### config.mk
export PLATFORM = sky130hd
export DESIGN_NAME = mul_sequencer_flat
export DESIGN_NICKNAME = d
export VERILOG_FILES = /design/src/rtl/mul_seq_pkg.sv /design/src/rtl/mul_sequencer_if.sv /design/src/rtl/mul_seq_abs.sv /design/src/rtl/mul_sequencer.sv /design/src/flat_wrapper.sv
export SDC_FILE = /design/constraint.sdc
export NUM_CORES = 1
export LEC_CHECK = 0
export ABC_AREA = 1
export CORE_MARGIN = 8
export CORE_UTILIZATION = 35
export CTS_CLUSTER_DIAMETER = 150
export DETAILED_ROUTE_END_ITERATION = 10
export PLACE_DENSITY_LB_ADDON = 0.2
export SLEW_MARGIN = 20
export SYNTH_ARGS = -nofsm -noshare
export SYNTH_HDL_FRONTEND = slang
export SYNTH_HIERARCHICAL = 1
export SYNTH_SLANG_ARGS = --single-unit
### constraint.sdc
create_clock -name clk -period 2.15 [get_ports clk]
set_input_delay 0.215 -clock clk [delete_from_list [all_inputs] [get_ports clk]]
set_output_delay 0.215 -clock clk [all_outputs]
set_load 0.05 [all_outputs]
### src/rtl/mul_seq_pkg.sv
// Shared constants and state encoding for the iterative signed multiplier.
//   WIDTH : default operand/result width (two's complement)
//   ITER  : number of shift-add iterations (one per operand bit)
//   CNT_W : width of the iteration counter
//   state_t : IDLE=2'b00, RUN=2'b01, FIN=2'b10 (2'b11 is unused and recovers to IDLE)
package mul_seq_pkg;

   localparam int unsigned WIDTH = 8;
   localparam int unsigned ITER  = WIDTH;
   localparam int unsigned CNT_W = $clog2(ITER + 1);

   typedef enum logic [1:0] {
      ST_IDLE = 2'b00,
      ST_RUN  = 2'b01,
      ST_FIN  = 2'b10
   } state_t;

endpackage

### src/rtl/mul_sequencer_if.sv
// Request/response bundle between the CPU control unit and the multiplier.
//   start   : request pulse, sampled only while the multiplier is idle
//   data1   : multiplicand (two's complement), sampled with start
//   data2   : multiplier (two's complement), sampled with start
//   busy    : high while an operation is in flight
//   done    : one-cycle pulse, mul_out/ovf freshly updated
//   mul_out : low WIDTH bits of the signed product, held until the next done
//   ovf     : full product does not fit in WIDTH signed bits, held with mul_out
// master = requester (CPU side), slave = multiplier.
interface mul_sequencer_if #(
   parameter int unsigned WIDTH = mul_seq_pkg::WIDTH
);

   logic             start;
   logic [WIDTH-1:0] data1;
   logic [WIDTH-1:0] data2;
   logic             busy;
   logic             done;
   logic [WIDTH-1:0] mul_out;
   logic             ovf;

   modport master (
      output start, data1, data2,
      input  busy, done, mul_out, ovf
   );

   modport slave (
      input  start, data1, data2,
      output busy, done, mul_out, ovf
   );

endinterface

### src/rtl/mul_seq_abs.sv
// Combinational conditional two's-complement negate.
//   in  : N-bit value
//   neg : 1 -> out = -in (~in + 1), 0 -> out = in
//   out : N-bit result
// Used to take operand magnitudes (neg = sign bit) and to apply the product sign.
module mul_seq_abs #(
   parameter int unsigned N = 8
) (
   input  logic [N-1:0] in,
   input  logic         neg,
   output logic [N-1:0] out
);

   assign out = neg ? (~in + N'(1)) : in;

endmodule

### src/rtl/mul_sequencer.sv
// Multi-cycle signed WIDTH x WIDTH multiplier for the ALU MUL path.
// Latches operand magnitudes and the product sign on start, runs WIDTH shift-add
// iterations over the magnitudes, then applies the sign and registers the low
// WIDTH bits of the product together with an overflow flag.
//   clk     : clock, rising edge
//   reset_n : asynchronous active-low reset; discards any in-flight operation
//   bus     : mul_sequencer_if slave (start/data1/data2 in; busy/done/mul_out/ovf out)
module mul_sequencer
   import mul_seq_pkg::*;
#(
   parameter int unsigned WIDTH = mul_seq_pkg::WIDTH
) (
   input  logic           clk,
   input  logic           reset_n,
   mul_sequencer_if.slave bus
);

   localparam int unsigned N_ITER = WIDTH;
   localparam int unsigned ACC_W  = 2 * WIDTH;
   localparam int unsigned C_W    = $clog2(N_ITER + 1);

   state_t             state_q;
   state_t             state_d;

   logic               sign_q;
   logic [WIDTH-1:0]   mcand_q;
   logic [WIDTH-1:0]   mult_q;
   logic [ACC_W-1:0]   acc_q;
   logic [C_W-1:0]     cnt_q;

   logic               busy_q;
   logic               done_q;
   logic [WIDTH-1:0]   mul_out_q;
   logic               ovf_q;

   logic               load_c;
   logic               step_c;
   logic               fin_c;
   logic [WIDTH-1:0]   mag1_c;
   logic [WIDTH-1:0]   mag2_c;
   logic [ACC_W-1:0]   addend_c;
   logic [ACC_W-1:0]   prod_c;
   logic [WIDTH:0]     prod_hi_c;
   logic               ovf_c;

   // Operand magnitudes; -2^(WIDTH-1) maps to 2^(WIDTH-1) as an unsigned value.
   mul_seq_abs #(.N(WIDTH)) u_abs1 (
      .in  (bus.data1),
      .neg (bus.data1[WIDTH-1]),
      .out (mag1_c)
   );

   mul_seq_abs #(.N(WIDTH)) u_abs2 (
      .in  (bus.data2),
      .neg (bus.data2[WIDTH-1]),
      .out (mag2_c)
   );

   // Signed product at full width; a zero magnitude stays zero when negated.
   mul_seq_abs #(.N(ACC_W)) u_abs_prod (
      .in  (acc_q),
      .neg (sign_q),
      .out (prod_c)
   );

   // Next state and per-cycle datapath controls.
   always_comb begin
      state_d = state_q;
      load_c  = 1'b0;
      step_c  = 1'b0;
      fin_c   = 1'b0;
      case (state_q)
         ST_IDLE: begin
            if (bus.start) begin
               load_c  = 1'b1;
               state_d = ST_RUN;
            end
         end
         ST_RUN: begin
            step_c = 1'b1;
            // Last iteration runs on this edge, so leave RUN together with it.
            if (cnt_q == C_W'(N_ITER - 1)) begin
               state_d = ST_FIN;
            end
         end
         ST_FIN: begin
            fin_c   = 1'b1;
            state_d = ST_IDLE;
         end
         default: begin
            state_d = ST_IDLE;
         end
      endcase
   end

   assign addend_c = ACC_W'(mcand_q) << cnt_q;

   // The magnitude never exceeds 2^(2*WIDTH-2), so the full-width product cannot wrap;
   // it fits in WIDTH signed bits exactly when bits [ACC_W-1:WIDTH-1] are all equal.
   assign prod_hi_c = prod_c[ACC_W-1:WIDTH-1];
   assign ovf_c     = !((&prod_hi_c) || (~|prod_hi_c));

   // State register.
   always_ff @(posedge clk or negedge reset_n) begin
      if (!reset_n) begin
         state_q <= ST_IDLE;
      end else begin
         state_q <= state_d;
      end
   end

   // Operand, accumulator and counter registers.
   always_ff @(posedge clk or negedge reset_n) begin
      if (!reset_n) begin
         sign_q  <= 1'b0;
         mcand_q <= '0;
         mult_q  <= '0;
         acc_q   <= '0;
         cnt_q   <= '0;
      end else if (load_c) begin
         sign_q  <= bus.data1[WIDTH-1] ^ bus.data2[WIDTH-1];
         mcand_q <= mag1_c;
         mult_q  <= mag2_c;
         acc_q   <= '0;
         cnt_q   <= '0;
      end else if (step_c) begin
         if (mult_q[0]) begin
            acc_q <= acc_q + addend_c;
         end
         mult_q <= mult_q >> 1;
         cnt_q  <= cnt_q + C_W'(1);
      end
   end

   // Registered outputs; result holds between done pulses.
   always_ff @(posedge clk or negedge reset_n) begin
      if (!reset_n) begin
         busy_q    <= 1'b0;
         done_q    <= 1'b0;
         mul_out_q <= '0;
         ovf_q     <= 1'b0;
      end else begin
         busy_q <= (state_d != ST_IDLE);
         done_q <= fin_c;
         if (fin_c) begin
            mul_out_q <= prod_c[WIDTH-1:0];
            ovf_q     <= ovf_c;
         end
      end
   end

   assign bus.busy    = busy_q;
   assign bus.done    = done_q;
   assign bus.mul_out = mul_out_q;
   assign bus.ovf     = ovf_q;

endmodule

### src/flat_wrapper.sv
// flat-port wrapper written by rule: the top's interface ports become plain ports
module mul_sequencer_flat import mul_seq_pkg::*;
#(
   parameter int unsigned WIDTH = mul_seq_pkg::WIDTH
)
  (clk, reset_n, bus_start, bus_data1, bus_data2, bus_busy, bus_done, bus_mul_out, bus_ovf);
  mul_sequencer_if #(.WIDTH(WIDTH)) bus_i ();
  input  logic clk;
  input  logic reset_n;
  input wire logic [$bits(bus_i.start)-1:0] bus_start;
  input wire logic [$bits(bus_i.data1)-1:0] bus_data1;
  input wire logic [$bits(bus_i.data2)-1:0] bus_data2;
  output wire logic [$bits(bus_i.busy)-1:0] bus_busy;
  output wire logic [$bits(bus_i.done)-1:0] bus_done;
  output wire logic [$bits(bus_i.mul_out)-1:0] bus_mul_out;
  output wire logic [$bits(bus_i.ovf)-1:0] bus_ovf;
  assign bus_i.start = bus_start;
  assign bus_i.data1 = bus_data1;
  assign bus_i.data2 = bus_data2;
  assign bus_busy = bus_i.busy;
  assign bus_done = bus_i.done;
  assign bus_mul_out = bus_i.mul_out;
  assign bus_ovf = bus_i.ovf;
  mul_sequencer #(.WIDTH(WIDTH)) u_core (.clk(clk), .reset_n(reset_n), .bus(bus_i));
endmodule
Word level (Yosys, flattened, before mapping)
Cells that the tools add are included.
- register bits after elaboration: 50
- bits of input ports: 19
- output and inout port bits: 11
- add/subtract/negate cells: 5
- eq/ne operators: 3
- shift operators: 1
- muxes and demuxes: 17
- bitwise gates (word level): 4
- reductions and logical operators: 10
- operators by type and width (kind ; number):
    16-bit 2-to-1 mux ; 4
    8-bit 2-to-1 mux ; 4
    16-bit by 1-bit adder with 16-bit output (second input constant) ; 1
    16-bit adder ; 1
    8-bit by 1-bit adder with 8-bit output (second input constant) ; 2
    16-bit NOT ; 1
    8-bit NOT ; 2
    8-bit by 4-bit << shifter with 16-bit output ; 1
    9-bit AND reduction ; 1
    9-bit OR reduction ; 1
    4-bit 2-to-1 mux ; 2
    2-bit nonzero test ; 3
    4-bit by 1-bit adder with 4-bit output (second input constant) ; 1
    4-bit by 3-bit == test with 1-bit output (second input constant) ; 1
    1-bit 2-to-1 mux ; 4
    2-bit 2-to-1 mux ; 2
    2-bit case mux with 2 select lines ; 1
    2-bit by 1-bit == test with 1-bit output (second input constant) ; 1
    2-bit == test (second input constant) ; 1
    1-bit zero test ; 2
    2-bit zero test ; 1
    2-bit AND reduction ; 1
    1-bit logical OR ; 1
    1-bit bitwise XOR ; 1

Depth between registers and ports, before layout
- word-level depth: 7
- depth in mapped cells: 19
- depth with buffers taken out: 19

Modules after synthesis
The synthesis kept the hierarchy.
- by module, submodules not included (module ; times used ; cells an instance ; area an instance (µm²) ; seq. area each (µm²)):
    mul_sequencer ; 1 ; 443 ; 3238.1 ; 1251.2
    mul_seq_abs (u_core.u_abs_prod) ; 1 ; 89 ; 447.9 ; 0.0
    mul_seq_abs (u_core.u_abs1 ...) ; 2 ; 39 ; 195.2 ; 0.0

Worst setup path before layout
No wires, ideal clock.
- path kind: register to register
- start point: register u_core.cnt_q[3]
- end point: register u_core.acc_q[14]
- library setup time: 0.117 ns
- arrival: 2.184 ns
- path slack: -0.152 ns
- stages on the path, launching flop included: 17
- clock period less this slack: 2.302 ns
- cell sequence: dfrtp_1 -> clkbuf_8 -> nor2_1 -> inv_1 -> nor3_1 -> ha_1 -> inv_1 -> fa_1 -> nand3b_1 -> nand2_1 -> nand2_1 -> nand2_1 -> nand3_1 -> nand2_1 -> nand2_1 -> nand3_1 -> nand2_1
- word-level cells in the longest chain between the ends: 5
- RTL lines (what ; RTL line ; source):
    from (decl) ; mul_sequencer.sv:29 ; logic [C_W-1:0] cnt_q;
    from (signal assigned) ; mul_sequencer.sv:131 ; cnt_q <= cnt_q + C_W'(1);
    8-bit by 4-bit << shifter with 16-bit output ; mul_sequencer.sv:96 ; assign addend_c = ACC_W'(mcand_q) << cnt_q;
    16-bit adder ; mul_sequencer.sv:128 ; acc_q <= acc_q + addend_c;
    16-bit 2-to-1 mux ; mul_sequencer.sv:127 ; if (mult_q[0]) begin
    16-bit 2-to-1 mux ; mul_sequencer.sv:126 ; end else if (step_c) begin
    16-bit 2-to-1 mux ; mul_sequencer.sv:120 ; end else if (load_c) begin
    to (signal assigned) ; mul_sequencer.sv:128 ;
    to (decl) ; mul_sequencer.sv:28 ; logic [ACC_W-1:0] acc_q;
No other way between the ends. The select of a mux whose other input is x is not followed.
A chain may end at the register's enable or synchronous reset.

Worst setup path in the final report
- start point: register u_core.cnt_q[0]
- end point: register u_core.acc_q[15]
Same word-level chain as after synthesis.

==> flow_metrics.env <==
export IMPL_cts_htree_levels=2
export IMPL_post_route_cells_drive_above_1_share_pct=31.11
export IMPL_post_layout_total_power_uw=9957
export IMPL_globalRouteTotalUtil_pct=14.90
export IMPL_drt_pre_antenna_iters=6
export IMPL_area_growth_pct=37.72
export IMPL_vias=4158
export IMPL_fraction_of_power_consumed_by_sequential_logic_pct=17.8
export IMPL_syn_mean_instance_area_um2=6.683
export IMPL_report_final_hold_viol_count=0
export IMPL_dpl_cell_count=821
export IMPL_grt_max_degree=22
export IMPL_synthesis_area_um2=4076
export IMPL_die_h_um=123.9
export IMPL_worstSkewPairLatency_ns=0.29
export IMPL_required_time_reported_for_the_critical_path_endpoint_ns=2.33
export IMPL_final_cell_mix="nand2_1 (206), buf_4 (58), inv_1 (56)"
export IMPL_layout_min_cycle_time_ns=2.392
export IMPL_initial_utilization_pct=35.70
export IMPL_intPower_uw=5053
export IMPL_setup_violations=11
export IMPL_netSwitchingFraction_pct=49.25
export IMPL_maxClockFrequency_mhz=418.0
export IMPL_timing_critical_path_from_type="flop"
export IMPL_ioPinCount=30
export IMPL_timing_worst_slew_pin_value_ns=0.5873
export IMPL_clock_sink_count=50
export IMPL_finalWeightedCongestion=0.8806
export IMPL_worstSetupPathType="flop to flop"
export IMPL_post_dp_hpwl_mm=8.528
export IMPL_number_of_remaining_drc_errors=0
export IMPL_fin_tns_setup_ns=-1.817
export IMPL_reg2reg_from="u_core/cnt_q[0]"
export IMPL_power_switching_uw=4904
export IMPL_portBuffers=29
export IMPL_cts_buffers=5
export IMPL_fin_skew_ns=0.007446
export IMPL_powerDensity_nw_per_um2=1774
export IMPL_core_um2=11420
export IMPL_synth_edf_count=0
export IMPL_post_route_period_util_pct=111.3
export IMPL_min_path_type="primary input to asynchronous set/reset pin"
export IMPL_cp_max_fo=4
export IMPL_stdcell_count=847
export IMPL_post_synth_top_area_cell="dfrtp_1"
export IMPL_cp_slowest_cell="dfrtp_2"
export IMPL_synthDominantCellAreaShare_pct=30.69
export IMPL_violations="setup timing"
export IMPL_relSlewSlack_pct=60.81
export IMPL_unrepaired_setup_endpoints_after_global_routing="yes"
export IMPL_grt_pass1_vias=4131
export IMPL_mappedNetlistNets=649
export IMPL_full_die_area_um2=15360
export IMPL_timing_critical_path_cells="or2_4 > o21ai_4 > nand2_2 > o21ai_4 > nand2_1 > o21ai_2 > o22ai_1 > ha_1 > nand2_1 > nand2_1 > a21oi_2 > nand2_1 > a21oi_2 > nand3_1 > nand3_1 > nand2_1"
export IMPL_worst_slack_ns=-0.2423
export IMPL_ctsRootBufferMaster="clkbuf_16"
export IMPL_die_w_um=123.9
export IMPL_detailed_route_wire_length_mm=11.16
export IMPL_crit_path_start="u_core/cnt_q[0]"
export IMPL_cellLeakagePower_uw=0.002787
export IMPL_ant_nets=0
export IMPL_synth_cells=610
export IMPL_clock_tree_buffer_depth=2
export IMPL_max_cap_viol_count=0
export IMPL_r2r_setup_slack_ns=-0.24
export IMPL_clkTransAtPathRegs_ns=0.07
export IMPL_nNetsFinal=742
export IMPL_run_status="finished with violations"
export IMPL_via_per_inst=4.909
export IMPL_crit_path_end_kind="flop"
export IMPL_synthFlopType="dfrtp_1"
export IMPL_synthDistinctLibCells=41
export IMPL_yosysWarningCount=6
export IMPL_antenna_found_initial=0
export IMPL_ys_ff_latch=50
export IMPL_power_share_clock_pct=8.2
export IMPL_critPathArrivalTime_ns=2.58
export IMPL_global_route_wire_length_before_repair_mm=18.50
export IMPL_seq_area_frac_synth_pct=30.69
export IMPL_ys_async_sr_fraction_pct=100.0
export IMPL_wl_per_cell_um=13.18
export IMPL_global_route_overflow_total=0
export IMPL_tritoncts="yes"
export IMPL_number_of_drc_violations_after_detailed_routing_iteration_0=187
export IMPL_critical_path_max_stage_delay_ns=0.45
export IMPL_share_comb_of_total_power_pct=74.1
export IMPL_timing_final_max_slew_violations=0
export IMPL_synth_area_leaders="dfrtp_1 (31%), nand2_1 (22%), inv_1 (5.9%), ha_1 (5.8%), nor2_1 (4.3%)"
export IMPL_timing_critical_path_mode_cell="nand2_1"
export IMPL_diodes=0
export IMPL_fp_rows=39
export IMPL_irDropWorstVdd_mv=0.7720
export IMPL_layout_cells_most_common="nand2_1"
[state kept, by name, indices dropped and copies added, names as in the netlist]
| signal | cells |
|---|---|
| u_core/bus.mul_out | 8 |
| u_core/acc_q | 16 |
| u_core/mult_q | 8 |
| u_core/state_q | 2 |
| u_core/bus.done | 1 |
| u_core/mcand_q | 8 |
| u_core/bus.busy | 1 |
| u_core/cnt_q | 4 |
| u_core/sign_q | 1 |
| u_core/bus.ovf | 1 |
[area by class of cell]
type / count / area, µm²
fill: 1128 / 5804
multi-input combinational: 473 / 2859
sequential: 50 / 1256
timing repair buffer: 101 / 894.6
inverter: 72 / 277.8
tap: 143 / 178.9
clock buffer: 7 / 142.6
clock inverter: 1 / 5.005
[layer usage]
layer | GRT usage (%) | part of all wire [%] | vias to the layer above
met1 | 17.62 | 44 | 1932
met2 | 27.06 | 51 | 74
met5 | 0 | 0 | -
li1 | - | - | 2139
met3 | 2.675 | 3.7 | 13
met4 | 4.015 | 1.3 | 0
[critical path: cells and delay by family, from the launching register on]
| family | cells | cell delay (ns) |
|---|---|---|
| and+or+nand+nor | 9 | 0.87 |
| AOI/OAI and AO/OA | 6 | 0.59 |
| DFF | 1 | 0.45 |
| adders and majority gates | 1 | 0.36 |
[synthesized netlist by cell type, types with 2 or more instances]
| master | n |
|---|---|
| o21bai_1 | 2 |
| o21ai_1 | 12 |
| or2_2 | 3 |
| nand2_2 | 8 |
| nor2_2 | 5 |
| nand4_1 | 8 |
| nand3b_1 | 5 |
| a31oi_1 | 3 |
| buf_4 | 5 |
| o21ai_0 | 17 |
| o22ai_1 | 3 |
| inv_1 | 64 |
| a21oi_1 | 20 |
| nor2_1 | 47 |
| nor3_1 | 2 |
| xnor2_1 | 9 |
| inv_2 | 8 |
| o221ai_1 | 9 |
| o21ai_2 | 6 |
| xor2_1 | 6 |
| nand3_2 | 6 |
| nand3_1 | 35 |
| nand2_1 | 235 |
| buf_6 | 4 |
| dfrtp_1 | 50 |
| ha_1 | 19 |
| buf_2 | 5 |
[metrics by stage]
stage | worst slack (ns) | hold slack, ns | area [µm²] | utilization (%)
after global placement | -0.3078 | 0.1972 | 4870 | 42.65
after global routing | -0.4546 | 0.4740 | 5614 | 49.17
after CTS | -0.2104 | 0.4316 | 5165 | 45.23
final | -0.2423 | 0.4040 | 5614 | 49.17
after floorplan | -0.08769 | -0.08059 | 4109 | -
after detailed placement | -0.3281 | 0.2040 | 4870 | 42.65
[power by group through the flow]
stage / logic (µW) / clock network, µW / registers (µW)
detailed placement: 5710 / 0 / 1740
finish: 7370 / 815 / 1770
global route: 8130 / 879 / 1820
floorplan: 3590 / 0 / 1870
CTS: 6050 / 839 / 1730
global placement: 5630 / 0 / 1720
[cells by family (layout without fill, tap and decap cells)]
logic type                 count (synthesis)  in the layout  synth area share (%)
AOI/OAI and AO/OA                         78             78                 12.16
DFF                                       50             50                 30.69
xor gates and xnor gates                  15             15                 3.223
adders and majority gates                 20             20                 6.323
buffers and inverters                     87            181                 9.607
and+or+nand+nor                          360            360                 38.00
[what timing repair did]
action,CTS,global route
endpoints found under the hold margin,19,0
endpoints found under the setup margin,12,14
hold buffers,1,0
resized for setup,32,93
pin swaps,12,34
setup buffers,3,14
[worst paths after layout]
| check | end | cells past startpoint |
|---|---|---|
| max | u_core/acc_q[15] | 16 |
| min | u_core/bus.mul_out[3] | 2 |
| max reg2reg | u_core/acc_q[15] | 16 |
| min reg2reg | u_core/bus.mul_out[6] | 2 |
| max in group asynchronous | u_core/cnt_q[0] | 3 |
| min in group clk | u_core/bus.mul_out[6] | 2 |
Power figures use the tool's default switching activity.
